--- config.mk ---
export PLATFORM = sky130hd
export DESIGN_NAME = store_router_flat
export DESIGN_NICKNAME = d
export VERILOG_FILES = /design/src/rtl/store_router_if.sv /design/src/rtl/store_router.sv /design/src/flat_wrapper.sv
export SDC_FILE = /design/constraint.sdc
export NUM_CORES = 1
export LEC_CHECK = 0
export BUFFER_PORTS_ARGS = -buffer_cell sky130_fd_sc_hd__buf_2
export CORE_MARGIN = 2
export CORE_UTILIZATION = 40
export CTS_CLUSTER_DIAMETER = 120
export DETAILED_ROUTE_END_ITERATION = 16
export PLACE_DENSITY = 0.79
export SETUP_SLACK_MARGIN = 0.15
export SLEW_MARGIN = 20
export SYNTH_ARGS = -nofsm -noshare
export SYNTH_HDL_FRONTEND = slang
export SYNTH_SLANG_ARGS = --single-unit
--- constraint.sdc ---
create_clock -name clk -period 5.9 [get_ports clk]
set_clock_uncertainty 0.2 [all_clocks]
set_input_delay 0.885 -clock clk [delete_from_list [all_inputs] [get_ports clk]]
set_output_delay 0.885 -clock clk [all_outputs]
set_load 0.005 [all_outputs]
--- src/rtl/store_router_if.sv ---
// Store-side bus between the memory stage and store_router, plus the
// UART transmit byte stream that leaves the router.
// master: core/environment side, slave: store_router side.
interface store_router_if;
    logic        st_valid;
    logic [31:0] st_addr;
    logic [31:0] st_data;
    logic [2:0]  st_funct3;
    logic [31:0] pc;
    logic        stall;
    logic [7:0]  tx_data;
    logic        tx_valid;
    logic        tx_ready;
    logic        tx_space;

    modport master (
        output st_valid, st_addr, st_data, st_funct3, pc, tx_ready,
        input  stall, tx_data, tx_valid, tx_space
    );

    modport slave (
        input  st_valid, st_addr, st_data, st_funct3, pc, tx_ready,
        output stall, tx_data, tx_valid, tx_space
    );
endinterface

--- src/rtl/store_router.sv ---
// store_router: decodes a memory-stage store and routes it to DMEM, IMEM
// (only while executing from BIOS) or the memory-mapped UART TX / counter
// reset registers. UART bytes are queued in a small FIFO; a store to a full
// FIFO is held with stall.
// Optional feature macro: STORE_ROUTER_MISALIGN_TRAP_EN suppresses
// misaligned SH/SW stores and adds a sticky misalign_err output.
module store_router #(
    parameter int TX_FIFO_DEPTH = 4,
    parameter int DMEM_AW       = 14,
    parameter int IMEM_AW       = 14
) (
    input  logic               clk,
    input  logic               rst_n,
    store_router_if.slave      st,
    output logic [3:0]         dmem_we,
    output logic [DMEM_AW-1:0] dmem_addr,
    output logic [31:0]        dmem_din,
    output logic [3:0]         imem_we,
    output logic [IMEM_AW-1:0] imem_addr,
    output logic [31:0]        imem_din,
    output logic               cnt_reset
`ifdef STORE_ROUTER_MISALIGN_TRAP_EN
    ,
    output logic               misalign_err
`endif
);
    localparam int PW = (TX_FIFO_DEPTH > 1) ? $clog2(TX_FIFO_DEPTH) : 1;
    localparam int CW = PW + 1;
    localparam logic [CW-1:0] FULL = CW'(TX_FIFO_DEPTH);

    localparam logic [31:0] UART_TX_ADDR = 32'h8000_0008;
    localparam logic [31:0] CNT_RST_ADDR = 32'h8000_0018;

    logic [3:0]  region;
    logic        is_dmem, is_imem, is_uart, is_cntr;
    logic [3:0]  lane_we;
    logic [31:0] lane_din;
    logic        suppress;
    logic        wr_ok;
    logic        push, pop;

    logic [7:0]    fifo_mem [TX_FIFO_DEPTH];
    logic [PW-1:0] wr_ptr, rd_ptr;
    logic [CW-1:0] count;

    // Only pc[30] (BIOS execution) matters for routing.
    logic unused_pc_bits;
    assign unused_pc_bits = ^{st.pc[31], st.pc[29:0]};

    assign region  = st.st_addr[31:28];
    assign is_dmem = (region[3:2] == 2'b00) && region[0];
    assign is_imem = (region[3:1] == 3'b001) && st.pc[30];
    assign is_uart = (st.st_addr == UART_TX_ADDR);
    assign is_cntr = (st.st_addr == CNT_RST_ADDR);

`ifdef STORE_ROUTER_MISALIGN_TRAP_EN
    logic misaligned;
    assign misaligned = ((st.st_funct3 == 3'b001) && st.st_addr[0]) ||
                        ((st.st_funct3 == 3'b010) && (st.st_addr[1:0] != 2'b00));
    assign suppress   = misaligned;
`else
    // Misaligned halves/words simply land on the aligned-down location.
    assign suppress   = 1'b0;
`endif

    // Byte enables and lane-replicated write data from funct3 and the low address bits.
    always_comb begin
        lane_we  = 4'b0000;
        lane_din = st.st_data;
        case (st.st_funct3)
            3'b000: begin
                lane_we  = 4'b0001 << st.st_addr[1:0];
                lane_din = {4{st.st_data[7:0]}};
            end
            3'b001: begin
                lane_we  = 4'b0011 << {st.st_addr[1], 1'b0};
                lane_din = {2{st.st_data[15:0]}};
            end
            3'b010: begin
                lane_we  = 4'b1111;
                lane_din = st.st_data;
            end
            default: lane_we = 4'b0000;
        endcase
    end

    // stall depends only on the store and FIFO occupancy, never on tx_ready.
    assign st.stall = st.st_valid && is_uart && (count == FULL);
    assign wr_ok    = st.st_valid && !st.stall && !suppress;

    assign dmem_we   = (wr_ok && is_dmem) ? lane_we : 4'b0000;
    assign imem_we   = (wr_ok && is_imem) ? lane_we : 4'b0000;
    assign dmem_din  = lane_din;
    assign imem_din  = lane_din;
    assign dmem_addr = st.st_addr[DMEM_AW+1:2];
    assign imem_addr = st.st_addr[IMEM_AW+1:2];

    assign push = wr_ok && is_uart;
    assign pop  = st.tx_valid && st.tx_ready;

    assign st.tx_valid = (count != '0);
    assign st.tx_space = (count != FULL);
    assign st.tx_data  = fifo_mem[rd_ptr];

    // UART TX FIFO storage and pointers; power-of-2 depth lets pointers wrap naturally.
    always_ff @(posedge clk or negedge rst_n) begin
        if (!rst_n) begin
            for (int i = 0; i < TX_FIFO_DEPTH; i++) fifo_mem[i] <= '0;
            wr_ptr <= '0;
            rd_ptr <= '0;
            count  <= '0;
        end else begin
            if (push) begin
                fifo_mem[wr_ptr] <= st.st_data[7:0];
                wr_ptr           <= wr_ptr + 1'b1;
            end
            if (pop) rd_ptr <= rd_ptr + 1'b1;
            case ({push, pop})
                2'b10:   count <= count + 1'b1;
                2'b01:   count <= count - 1'b1;
                default: count <= count;
            endcase
        end
    end

    // One-cycle counter reset pulse following each store to the counter-reset address.
    always_ff @(posedge clk or negedge rst_n) begin
        if (!rst_n) cnt_reset <= 1'b0;
        else        cnt_reset <= st.st_valid && is_cntr && !suppress;
    end

`ifdef STORE_ROUTER_MISALIGN_TRAP_EN
    // Sticky flag: set by any presented misaligned SH/SW, cleared only by reset.
    always_ff @(posedge clk or negedge rst_n) begin
        if (!rst_n)                         misalign_err <= 1'b0;
        else if (st.st_valid && misaligned) misalign_err <= 1'b1;
    end
`endif

endmodule

--- src/flat_wrapper.sv ---
// flat-port wrapper written by rule: the top's interface ports become plain ports
module store_router_flat 
#(
    parameter int TX_FIFO_DEPTH = 4,
    parameter int DMEM_AW       = 14,
    parameter int IMEM_AW       = 14
)
  (clk, rst_n, dmem_we, dmem_addr, dmem_din, imem_we, imem_addr, imem_din, cnt_reset, st_st_valid, st_st_addr, st_st_data, st_st_funct3, st_pc, st_tx_ready, st_stall, st_tx_data, st_tx_valid, st_tx_space);
  store_router_if st_i ();
  input  logic clk;
  input  logic rst_n;
  output logic [3:0] dmem_we;
  output logic [DMEM_AW-1:0] dmem_addr;
  output logic [31:0] dmem_din;
  output logic [3:0] imem_we;
  output logic [IMEM_AW-1:0] imem_addr;
  output logic [31:0] imem_din;
  output logic cnt_reset;
  input wire logic [$bits(st_i.st_valid)-1:0] st_st_valid;
  input wire logic [$bits(st_i.st_addr)-1:0] st_st_addr;
  input wire logic [$bits(st_i.st_data)-1:0] st_st_data;
  input wire logic [$bits(st_i.st_funct3)-1:0] st_st_funct3;
  input wire logic [$bits(st_i.pc)-1:0] st_pc;
  input wire logic [$bits(st_i.tx_ready)-1:0] st_tx_ready;
  output wire logic [$bits(st_i.stall)-1:0] st_stall;
  output wire logic [$bits(st_i.tx_data)-1:0] st_tx_data;
  output wire logic [$bits(st_i.tx_valid)-1:0] st_tx_valid;
  output wire logic [$bits(st_i.tx_space)-1:0] st_tx_space;
  assign st_i.st_valid = st_st_valid;
  assign st_i.st_addr = st_st_addr;
  assign st_i.st_data = st_st_data;
  assign st_i.st_funct3 = st_st_funct3;
  assign st_i.pc = st_pc;
  assign st_i.tx_ready = st_tx_ready;
  assign st_stall = st_i.stall;
  assign st_tx_data = st_i.tx_data;
  assign st_tx_valid = st_i.tx_valid;
  assign st_tx_space = st_i.tx_space;
  store_router #(.TX_FIFO_DEPTH(TX_FIFO_DEPTH), .DMEM_AW(DMEM_AW), .IMEM_AW(IMEM_AW)) u_core (.clk(clk), .rst_n(rst_n), .st(st_i), .dmem_we(dmem_we), .dmem_addr(dmem_addr), .dmem_din(dmem_din), .imem_we(imem_we), .imem_addr(imem_addr), .imem_din(imem_din), .cnt_reset(cnt_reset));
endmodule
==> summary.txt <==
Route
  • Via count: 2375
  • # DRC: 0
  • Initial DRC count: 49
  • Post-route ant nets: 0
  • Detailed Routing Iterations Pass 1: 4
  • DRT Wirelength: 7.37 mm
  • Per-cell routed wire length: 15.2 µm
  • Post-DR vias/cell: 4.90

GRT
  • M1 GR Usage: 20.6%
  • Grt peak-use layer: met2
  • GRT overflow: 0
  • Global-route wire length before repair: 11.2 mm
  • M3 GR Usage: 3.94%
  • Met2 usage: 30.4%
  • Antenna violations before repair: 0
  • Vias in the first global route: 2295
  • Overall Global Routing Usage: 17.0%
  • Largest net degree at the start of global routing: 41

Setup path
  • CP Max Fanout: 5
  • Worst Setup Path Type: in2out
  • CP Data Arrival Time: 2.41 ns
  • CP Launch Type: primary input
  • Critical path's slowest cell: nor4_1
  • CP Capture Type: output pin
  • Worst path required time: 4.82 ns
  • CP Cell Sequence: buf_2 > nor4_1 > nand4_1 > nor4b_1 > buf_2
  • Cell mode on critical path: buf_2
  • CP peak stage delay: 0.46 ns

Placement
  • Routability cong.: 0.835
  • Port Buffers: 183
  • Post-DP HPWL: 5.93 mm

Cells and area
  • Fin util: 49.7%
  • Final nets: 494
  • Highest-count cells in the layout ignoring fill and taps: buf_2 (183), mux2_2 (49), dfrtp_1 (40)
  • Inserted Diodes: 0
  • Fraction of layout cells with a size suffix above 1: 66.3%
  • Most common cell after layout, fill and taps aside: buf_2
  • Area grow syn2layout: 20.4%

Synth
  • EDFF count, synth: 0
  • Mapped cell area: 2980 µm²
  • Mapped Cells: 271
  • Yosys top cell by area: dfrtp_1
  • Top cells by area, synth: dfrtp_1 (34%), mux2_2 (19%), buf_4 (17%)
  • Post-synth top area share: 33.6%
  • Warnings, synthesis: 0
  • Mean area per synthesized cell: 11.0 µm²
  • Asr flop ratio synth: 100%
  • Sequential share of the synthesized area: 33.6%
  • Synth Net Count: 380
  • Most used flip-flop cell after synthesis: dfrtp_1
  • Netlist cell types: 38
  • Seq cells post-synth: 40

STA
  • Fmax: 286 MHz
  • Hold Violations, Final: 0
  • Minimum period implied by the final worst setup slack: 3.50 ns
  • Finish-stage setup viols: 0
  • Worst-Margin Slew: 0.861 ns
  • Max-slew headroom: 42.6%
  • RSZ-0062 raised after global routing: false
  • Final setup TNS: 0 ns
  • Final period util: 59.3%
  • Slew Limit Fails: 0

Clock tree
  • CTS Buf Count: 5
  • CTS H-tree lvls: 2
  • Post CTS Setup Buffer Count: 0
  • CTS tree: yes
  • Clock root buffer: clkbuf_8
  • Clk sinks: 40
  • Clk Latency, worst-skew pair: 0.29 ns
  • Post-cts resize count: 0
  • Clk buf depth: 2
  • Hold buffer count at cts: 0
  • Reg clk slew, reported paths: 0.07 ns

Outcome
  • Outcome: finished, final reports clean

Die
  • Die W: 90.2 µm
  • Io pins: 215
  • Site row count: 31
  • Die Y: 90.2 µm
  • Core ar.: 7210 µm²
  • Die area: 8140 µm²
  • Starting Density: 41.2%

Power
  • Cell Pwr Density: 215 nW/µm²
  • Lkg Pwr: 0.00195 µW
  • Max IR drop VDD: 0.254 mV

Job
  • Max-cap viol count: 0

Hold path
  • Hold WC Path Type: reg2reg
[through the flow]
step | worst slack, ns | total power, µW | hold WS (ns) | instances | area, µm²
detailed placement | 2.41 | 553 | 0.273 | 477 | 3470
global route | 2.28 | 805 | 0.303 | 485 | 3580
CTS | 2.39 | 774 | 0.287 | 485 | 3580
global placement | 2.43 | 542 | 0.273 | 477 | 3470
floorplan | 2.73 | 485 | 0.249 | 271 | 2980
finish | 2.40 | 769 | 0.291 | 485 | 3580
[worst max-delay path: cells and delay by family]
family	cells	cell delay (ns)
buf+inv	2	0.32
simple gates	3	1.20
[power by group]
| part | switching (µW) | total [µW] | leakage [µW] | internal (µW) |
|---|---|---|---|---|
| sequential | 43.3 | 336 | 0.000542 | 292 |
| combinational | 98.7 | 213 | 0.00136 | 114 |
| clock | 95.8 | 221 | 0.0000541 | 125 |
[area by class of cell]
cell class / instances / area (µm²)
clock buffer: 5 / 68.8
tap: 99 / 124
fill: 665 / 3630
clock inverter: 3 / 42.5
timing repair buffer: 184 / 923
inverter: 5 / 18.8
sequential: 40 / 1000
multi-input combinational: 149 / 1410
[synth_stat cells, types with 2 or more instances]
cell type and count:
clkbuf_1 2, nor4_1 5, xor2_1 3, buf_2 4, nand3_1 2, inv_1 5, ha_1 5, nor2_1 15
and2_1 3, nand3_4 2, nand4_1 2, buf_1 2, nor4b_1 4, nand2_1 3, xnor2_1 3, mux2i_1 9
a21oi_1 10, dfrtp_1 40, and4_1 2, mux2_2 49, o21ai_0 2, nor2b_1 5, mux4_2 8, buf_4 68
and3_1 5
[state kept, by name (all words and copies together) (netlist names)]
| name | cells |
|---|---|
| u_core.rd_ptr | 2 |
| u_core.wr_ptr | 2 |
| u_core.cnt_reset | 1 |
| u_core.fifo_mem | 32 |
| u_core.count | 3 |
[metal layers]
| metal | vias to the layer above | wire length [µm] |
|---|---|---|
| li1 | 1111 | - |
| met1 | 1165 | 3180 |
| met2 | 92 | 3630 |
| met3 | 7 | 463 |
| met4 | 0 | 104 |
| met5 | - | 0 |
[cell families after synthesis]
group                    Yosys count  share of synthesized area, %
flip-flops                        40                          33.6
adder cells (fa/ha/maj)            6                          2.78
buffers and inverters             82                          19.1
AO/OA/AOI/OAI                     14                          2.61
AND/OR/NAND/NOR                   57                          12.4
XOR/XNOR                           6                          1.77
multiplexers                      66                          27.6
[final timing paths]
kind	start	end	slack [ns]	depth (start not counted)
worst max-delay path	st_st_addr[1]	st_stall	2.40	5
worst min-delay path	u_core.count[2]$_DFFE_PN0P_	u_core.count[2]$_DFFE_PN0P_	0.29	1
worst max register to register	u_core.count[0]$_DFFE_PN0P_	u_core.count[2]$_DFFE_PN0P_	3.46	8
worst min register to register	u_core.count[2]$_DFFE_PN0P_	u_core.count[2]$_DFFE_PN0P_	0.29	1
max in group asynchronous	rst_n	u_core.fifo_mem[17]$_DFFE_PN0P_	4.46	1
min in group asynchronous	rst_n	u_core.cnt_reset$_DFF_PN0_	0.50	1
Power figures use the tool's default switching activity.
